[config.mk]
export PLATFORM = sky130hd
export DESIGN_NAME = stream_accumulator
export DESIGN_NICKNAME = d
export VERILOG_FILES = /design/src/rtl/stream_accumulator.sv
export SDC_FILE = /design/constraint.sdc
export NUM_CORES = 1
export LEC_CHECK = 0
export CORE_AREA = 2 2 237 239
export CTS_CLUSTER_DIAMETER = 30
export DETAILED_ROUTE_END_ITERATION = 12
export DIE_AREA = 0 0 239 241
export PLACE_DENSITY = 0.6
export SKIP_CTS_REPAIR_TIMING = 1
export SLEW_MARGIN = 40
export SYNTH_ARGS = -nofsm -noshare
export SYNTH_HDL_FRONTEND = slang
export SYNTH_SLANG_ARGS = --single-unit
export TNS_END_PERCENT = 100
[constraint.sdc]
create_clock -name clk -period 8.1 [get_ports clk]
set_input_delay 2.025 -clock clk [delete_from_list [all_inputs] [get_ports clk]]
set_output_delay 2.025 -clock clk [all_outputs]
set_load 0.01 [all_outputs]
[src/rtl/stream_accumulator.sv]
// Sums LANES unsigned lanes per accepted AXI-Stream beat across a transaction and
// returns sum, beat count and sticky overflow through a valid/ready response port.
module stream_accumulator #(
    parameter int DATAW          = 64,
    parameter int LANES          = 4,
    parameter int AXIS_MAX_DATAW = 512,
    parameter int CNTW           = 16,
    parameter int SATURATE       = 0
) (
    input  logic                      clk,
    input  logic                      rst,
    input  logic                      axis_adder_interface_tvalid,
    input  logic                      axis_adder_interface_tlast,
    input  logic [AXIS_MAX_DATAW-1:0] axis_adder_interface_tdata,
    output logic                      axis_adder_interface_tready,
    output logic [DATAW-1:0]          response,
    output logic [CNTW-1:0]           response_count,
    output logic                      response_overflow,
    output logic                      response_valid,
    input  logic                      response_ready
);

    // Wide enough that acc + LANES full-scale lanes can never overflow internally.
    localparam int SUMW = DATAW + $clog2(LANES + 1);

    typedef enum logic [0:0] {
        ACCUM = 1'b0,
        RESP  = 1'b1
    } state_t;

    state_t            state_r;
    state_t            state_s;
    logic [DATAW-1:0]  acc_r;
    logic [DATAW-1:0]  acc_s;
    logic [CNTW-1:0]   cnt_r;
    logic [CNTW-1:0]   cnt_s;
    logic              ovf_r;
    logic              ovf_s;
    logic              tready_r;
    logic              valid_r;
    logic [SUMW-1:0]   sum_s;
    logic              carry_s;
    logic              beat_s;
    logic              unused_tdata_s;

    // Lanes above LANES*DATAW are intentionally ignored.
    assign unused_tdata_s = ^axis_adder_interface_tdata;

    assign beat_s = axis_adder_interface_tvalid & tready_r;

    // Single-cycle adder tree: accumulator plus every lane of the current beat.
    always_comb begin
        sum_s = {{(SUMW-DATAW){1'b0}}, acc_r};
        for (int i = 0; i < LANES; i++) begin
            sum_s = sum_s + {{(SUMW-DATAW){1'b0}}, axis_adder_interface_tdata[i*DATAW +: DATAW]};
        end
        carry_s = |sum_s[SUMW-1:DATAW];
    end

    // Next-state, accumulator, counter and overflow-flag update.
    always_comb begin
        state_s = state_r;
        acc_s   = acc_r;
        cnt_s   = cnt_r;
        ovf_s   = ovf_r;
        case (state_r)
            ACCUM: begin
                if (beat_s) begin
                    if ((SATURATE != 0) && carry_s) begin
                        acc_s = {DATAW{1'b1}};
                    end else begin
                        acc_s = sum_s[DATAW-1:0];
                    end
                    if (&cnt_r) begin
                        cnt_s = cnt_r;
                    end else begin
                        cnt_s = cnt_r + {{(CNTW-1){1'b0}}, 1'b1};
                    end
                    ovf_s = ovf_r | carry_s;
                    if (axis_adder_interface_tlast) begin
                        state_s = RESP;
                    end else begin
                        state_s = ACCUM;
                    end
                end else begin
                    state_s = ACCUM;
                end
            end
            RESP: begin
                if (response_ready) begin
                    state_s = ACCUM;
                    acc_s   = {DATAW{1'b0}};
                    cnt_s   = {CNTW{1'b0}};
                    ovf_s   = 1'b0;
                end else begin
                    state_s = RESP;
                end
            end
            default: begin
                state_s = ACCUM;
            end
        endcase
    end

    // State and output registers; handshake outputs are decoded from the next state.
    always_ff @(posedge clk) begin
        if (rst) begin
            state_r  <= ACCUM;
            acc_r    <= {DATAW{1'b0}};
            cnt_r    <= {CNTW{1'b0}};
            ovf_r    <= 1'b0;
            tready_r <= 1'b0;
            valid_r  <= 1'b0;
        end else begin
            state_r  <= state_s;
            acc_r    <= acc_s;
            cnt_r    <= cnt_s;
            ovf_r    <= ovf_s;
            tready_r <= (state_s == ACCUM);
            valid_r  <= (state_s == RESP);
        end
    end

    assign axis_adder_interface_tready = tready_r;
    assign response                    = acc_r;
    assign response_count              = cnt_r;
    assign response_overflow           = ovf_r;
    assign response_valid              = valid_r;

endmodule
* After elaboration in Yosys (flattened, before gate mapping)
Index checks and enable logic that the tools add are counted.
Widths: inputs -> output; s select.
** Word-level totals
- Register bits :: 83
- Output and inout bits :: 83
** Cells by class
- Reduce and logical (&&, ||, !) cells :: 4
- $add $sub $neg :: 5
- Muxes and demuxes :: 14
- Bitwise logic cells :: 4
- Equal/unequal tests :: 3
** Operator list (number)
- $mux 64 :: 2
- $pmux 64 s2 :: 1
- $add 66x64->67 :: 1
- $add 67x64->67 :: 1
- $add 65x64->66 :: 1
- $add 64x64->65 :: 1
- $mux 16 :: 3
- $pmux 16 s2 :: 1
- $add 16x1->16 const B :: 1
- $reduce_and 16->1 :: 1
- $ne 2x2->1 const B :: 3
- $mux 1 :: 5
- $pmux 1 s2 :: 2
- $reduce_and 3->1 :: 1
- $reduce_or 3->1 :: 1
- $not 1->1 :: 2
- $reduce_and 2->1 :: 1
- $and 1x1->1 :: 1
- $or 1x1->1 :: 1

* Logic depth before layout (Yosys ltp)
- Word-level depth :: 8
- Depth in mapped cells :: 20
- Gate-level depth less buffers :: 19

* Worst setup path after synthesis
Ideal clock, no wire load.
- Path kind :: input port to flip-flop
- Start point :: input port axis_adder_interface_tdata[1]
- End point :: register ovf_r (netlist: response_overflow)
- Arrival time :: 6306 ps
- Stages :: 19
- Buffers on the path :: 0
- Setup slack :: 1708 ps
- Setup time :: 86 ps
- Cells stage by stage :: inv_1 -> fa_1 -> fa_1 -> fa_1 -> inv_1 -> ha_1 -> inv_1 -> fa_1 -> nand2b_1 -> a21oi_1 -> nand4_1 -> a311oi_2 -> o2111ai_2 -> a211oi_2 -> a21o_1 -> a221o_1 -> o22a_1 -> mux2_4 -> a221oi_2
** Between the ends
- Cells in the longest elaborated chain, start to end :: 8
** RTL lines
- start, declared :: RTL line 14 : input logic [AXIS_MAX_DATAW-1:0] axis_adder_interface_tdata,
- $add 64x64->65 :: RTL line 55 : sum_s = sum_s + {{(SUMW-DATAW){1'b0}}, axis_adder_interface_tdata[i*DATAW +: DATAW]};
- $add 65x64->66 :: RTL line 55
- $add 66x64->67 :: RTL line 55
- $add 67x64->67 :: RTL line 55
- $reduce_or 3->1 :: RTL line 57 : carry_s = |sum_s[SUMW-1:DATAW];
- $or 1x1->1 :: RTL line 79 : ovf_s = ovf_r | carry_s;
- $mux 1 :: RTL line 68 : if (beat_s) begin
- $pmux 1 s2 :: RTL line 66 : case (state_r)
- end signal, assigned :: RTL line 118 : ovf_r <= ovf_s;
- end, declared :: RTL line 37 : logic ovf_r;
No other way between the ends. The select of a mux whose other input is x is not followed.
A chain may end at the register's enable or synchronous reset.

* Worst setup path after layout
- Start point :: input port axis_adder_interface_tdata[3]
- End point :: register ovf_r (netlist: response_overflow)
Same word-level chain as after synthesis.

==> metrics <==
run status=complete, no violations; residual DRC count=0; combinational family with the most area after synthesis=adder cells; number of different library cells in the post-synthesis netlist=77; via count of the first global-routing pass=approximately 12000; Fmax=0.136 GHz; post-synthesis simple-gate area fraction=0.0930; routability-driven placement congestion ratio=between 0.9 and 1; Worst-Skew Late Latency=between 0.3 and 0.4 ns; WP data required=between 8 and 9 ns; cells along the critical path=clkdlybuf4s50_1 -> inv_1 -> fa_1 -> inv_1 -> fa_1 -> inv_1 -> fa_1 -> inv_1 -> ha_1 -> o211ai_1 -> o21ai_0 -> a221oi_1 -> buf_4 -> o32ai_1 -> buf_4 -> nand4_1 -> nand2_1 -> a311oi_1 -> buf_4 -> o21bai_1 -> a31oi_1 -> mux2_4 -> a221oi_2; Detail Route Antenna Nets=0; start of the worst register-to-register path=response[1]$_SDFFE_PP0P_; clock tree root buffer cell=clkbuf_16; IO Port Bufs=343; clock sink count=83; largest fanout on the critical path=5; overall fraction of global-route tracks in use=0.141; multiplexer area fraction after synthesis=0.00271; number of detailed-routing iterations run before antenna repair=5; fraction of the mapped netlist area in adder cells=0.361; clock-pin slew on the worst setup and hold paths=approximately 0.07 ns; CTS Buf Count=9; Vert. Die Dim=roughly 240 um; Critical-path top delay cell=fa_1; utilization after layout=0.317; Slew HR=0.544; Endpoint, Worst Hold=response[39]$_SDFFE_PP0P_; Rows=86; # IOs=600; synthesis warning total=0; class of the tightest hold or removal check=register to register; sequential area share after synthesis=0.128; wire length of the first global-routing pass=approximately 63000 um; via count=roughly 12000; Post-Syn Instances=about 1600; flip-flop cell with the highest count after synthesis=dfxtp_1; family with the most delay on the worst path=adder cells; worst-case clock skew=0.00753 ns; worst hold margin=0.489 ns; worst hold path startpoint=response[39]$_SDFFE_PP0P_; count of routing violations after the opening detailed-route iteration=roughly 660; Detailed Place HPWL=34600 um; maximum level of the CTS H-tree=3; worst flop-to-flop path endpoint=response_overflow$_SDFFE_PP0P_; cell type with the highest occurrence count on the critical path=inv_1; post-synthesis compound-gate area fraction=0.169; category of the most critical setup path=input pin to register; number of failing hold endpoints at the final stage=0; number of instances on the worst hold path=2; vias per std cell=4.31; Final Max Tran Viols=0; total length of routed wires=about 40000 um; cell area after technology mapping=12900 sq um; flip-flop and latch count after synthesis=83; Post-Synthesis Mean Instance Area=around 8 sq um; layout overhead on the synthesized area=34.5%; Core ar.=between 50000 and 60000 sq um; share of flip-flops with an asynchronous set or reset=0; RSZ-0062 raised after global routing=no; Max VDD drop=between 0.15 and 0.2 mV; total of max-cap violations=0; XOR/XNOR Fraction of Synth Area=0.0452; number of cells on the worst reg-to-reg path=17; Min Clock Period, post-route=around 7.4 ns; fill cell total of the finished layout=5877; routed wirelength normalized by instance count=15.0 um; part of the cycle the worst path needs=0.909; number of enable flip-flop cells after synthesis=0; number of antenna violations at the first check in global routing=6; number of nets produced by synthesis=roughly 2400; PnR worst setup slack=roughly 0.74 ns; power density over the cells=between 300 and 400 nW/um^2; leakage power of the design=just under 9 nW; CTS tree=yes; buffers and inverters on the worst path=8; worst-margin pin slew=just under 0.7 ns; Slowest Stage Delay on Critical Path=around 0.67 ns; total congestion overflow=0; crit start category=input pin; worst setup slack after placement=around 0.27 ns; CTS Buffer Depth=2; internal reg-to-reg setup slack=between 3 and 4 ns; capturing element type of the critical path=register; width of the die=around 240 um; largest net degree at the start of global routing=46; Post-Route Setup TNS=0 ns; fraction of layout cells with a size suffix above 1=0.0284; die area=57600 sq um; CP Data Arrival Time=between 7 and 8 ns; Initial Utilization=0.236; final net count=between 2000 and 3000; final setup fails=0
-- Yosys cell counts (27+ instances only) --
| cell | number | area, sq um |
|---|---|---|
| nand2_1 | 60 | 225 |
| a22o_1 | 27 | 236 |
| inv_1 | 622 | 2330 |
| a21oi_1 | 82 | 410 |
| dfxtp_1 | 83 | 1660 |
| ha_1 | 68 | 851 |
| o21ai_0 | 36 | 180 |
| a22oi_1 | 30 | 225 |
| fa_1 | 191 | 3820 |
| xnor2_1 | 37 | 324 |
| a21o_1 | 38 | 285 |
| xor2_1 | 28 | 245 |
| clkbuf_1 | 34 | 128 |
| nor2_1 | 85 | 319 |
-- tightest hold or removal path, stage by stage, from the launching register on --
cell     delay, ns
dfxtp_1       0.33
nand2_1       0.06
o31ai_1       0.05
-- where the power goes --
part | switching [mW] | total [mW] | internal (mW)
registers | 0.123 | 0.658 | 0.535
clock network | 0.210 | 0.461 | 0.250
logic | 2.84 | 4.96 | 2.12
-- cell type report --
type	instances	area [sq um]	share of cell area
diodes	2	5.00	0.000288
clock buffers	10	239	0.0137
clock inverters	6	72.6	0.00417
inverters	623	2340	0.134
multi-input cells	896	8700	0.500
flip-flops and latches	83	1660	0.0955
well taps	704	881	0.0506
repair buffers	352	3500	0.201
-- per-layer routing --
| layer | track usage | part of all wire |
|---|---|---|
| met1 | 0.168 | 0.42 |
| met2 | 0.243 | 0.47 |
| met3 | 0.0518 | 0.095 |
| met4 | 0.0299 | 0.013 |
| met5 | 0 | 0.0013 |
-- cells in the final DEF (no fill, tap or decap), types with 27 or more instances in the layout --
master | Yosys | layout
fa_1 | 191 | 191
xor2_1 | 28 | 28
dfxtp_1 | 83 | 83
nand2_1 | 60 | 60
o21ai_0 | 36 | 36
a21oi_1 | 82 | 82
a22oi_1 | 30 | 30
ha_1 | 68 | 68
a22o_1 | 27 | 27
clkdlybuf4s50_1 | 0 | 342
nor2_1 | 85 | 84
inv_1 | 622 | 622
a21o_1 | 38 | 38
xnor2_1 | 37 | 37
-- sequential cells by signal (all words and copies together), names as in the netlist --
register	count
response_overflow	1
response	64
response_count	16
axis_adder_interface_tready	1
response_valid	1
-- metrics by stage --
stage / power [mW] / area (sq um) / cells
floorplan: 4.25 / 12900 / 1648
global route: 6.73 / 17400 / 2674
CTS: 6.09 / 17400 / 2674
detailed placement: 5.57 / 17100 / 2658
finish: 6.08 / 17400 / 2676
global placement: 5.53 / 17100 / 2657
-- logic make-up (layout without fill, tap and decap cells) --
| family | after synthesis | count (layout) |
|---|---|---|
| AOI/OAI and AO/OA | 317 | 317 |
| adders and majority gates | 259 | 259 |
| and+or+nand+nor | 251 | 251 |
| DFF | 83 | 83 |
| muxes | 3 | 3 |
| xor gates and xnor gates | 66 | 66 |
| buffers and inverters | 669 | 991 |
| other | 0 | 2 |
-- how the worst max path moves through the flow --
stage                                     end  cells after the start                          start  slack, ns
2_1_floorplan  response_overflow$_SDFFE_PP0P_                     19  axis_adder_interface_tdata[1]       1.71
3_3_place_gp   response_overflow$_SDFFE_PP0P_                     20  axis_adder_interface_tdata[1]       0.23
3_5_place_dp   response_overflow$_SDFFE_PP0P_                     20  axis_adder_interface_tdata[1]       0.27
4_1_cts        response_overflow$_SDFFE_PP0P_                     20  axis_adder_interface_tdata[1]       0.68
5_1_grt        response_overflow$_SDFFE_PP0P_                     23  axis_adder_interface_tdata[3]       0.48
6_report       response_overflow$_SDFFE_PP0P_                     23  axis_adder_interface_tdata[3]       0.74
(Power assumes the default switching activity.)
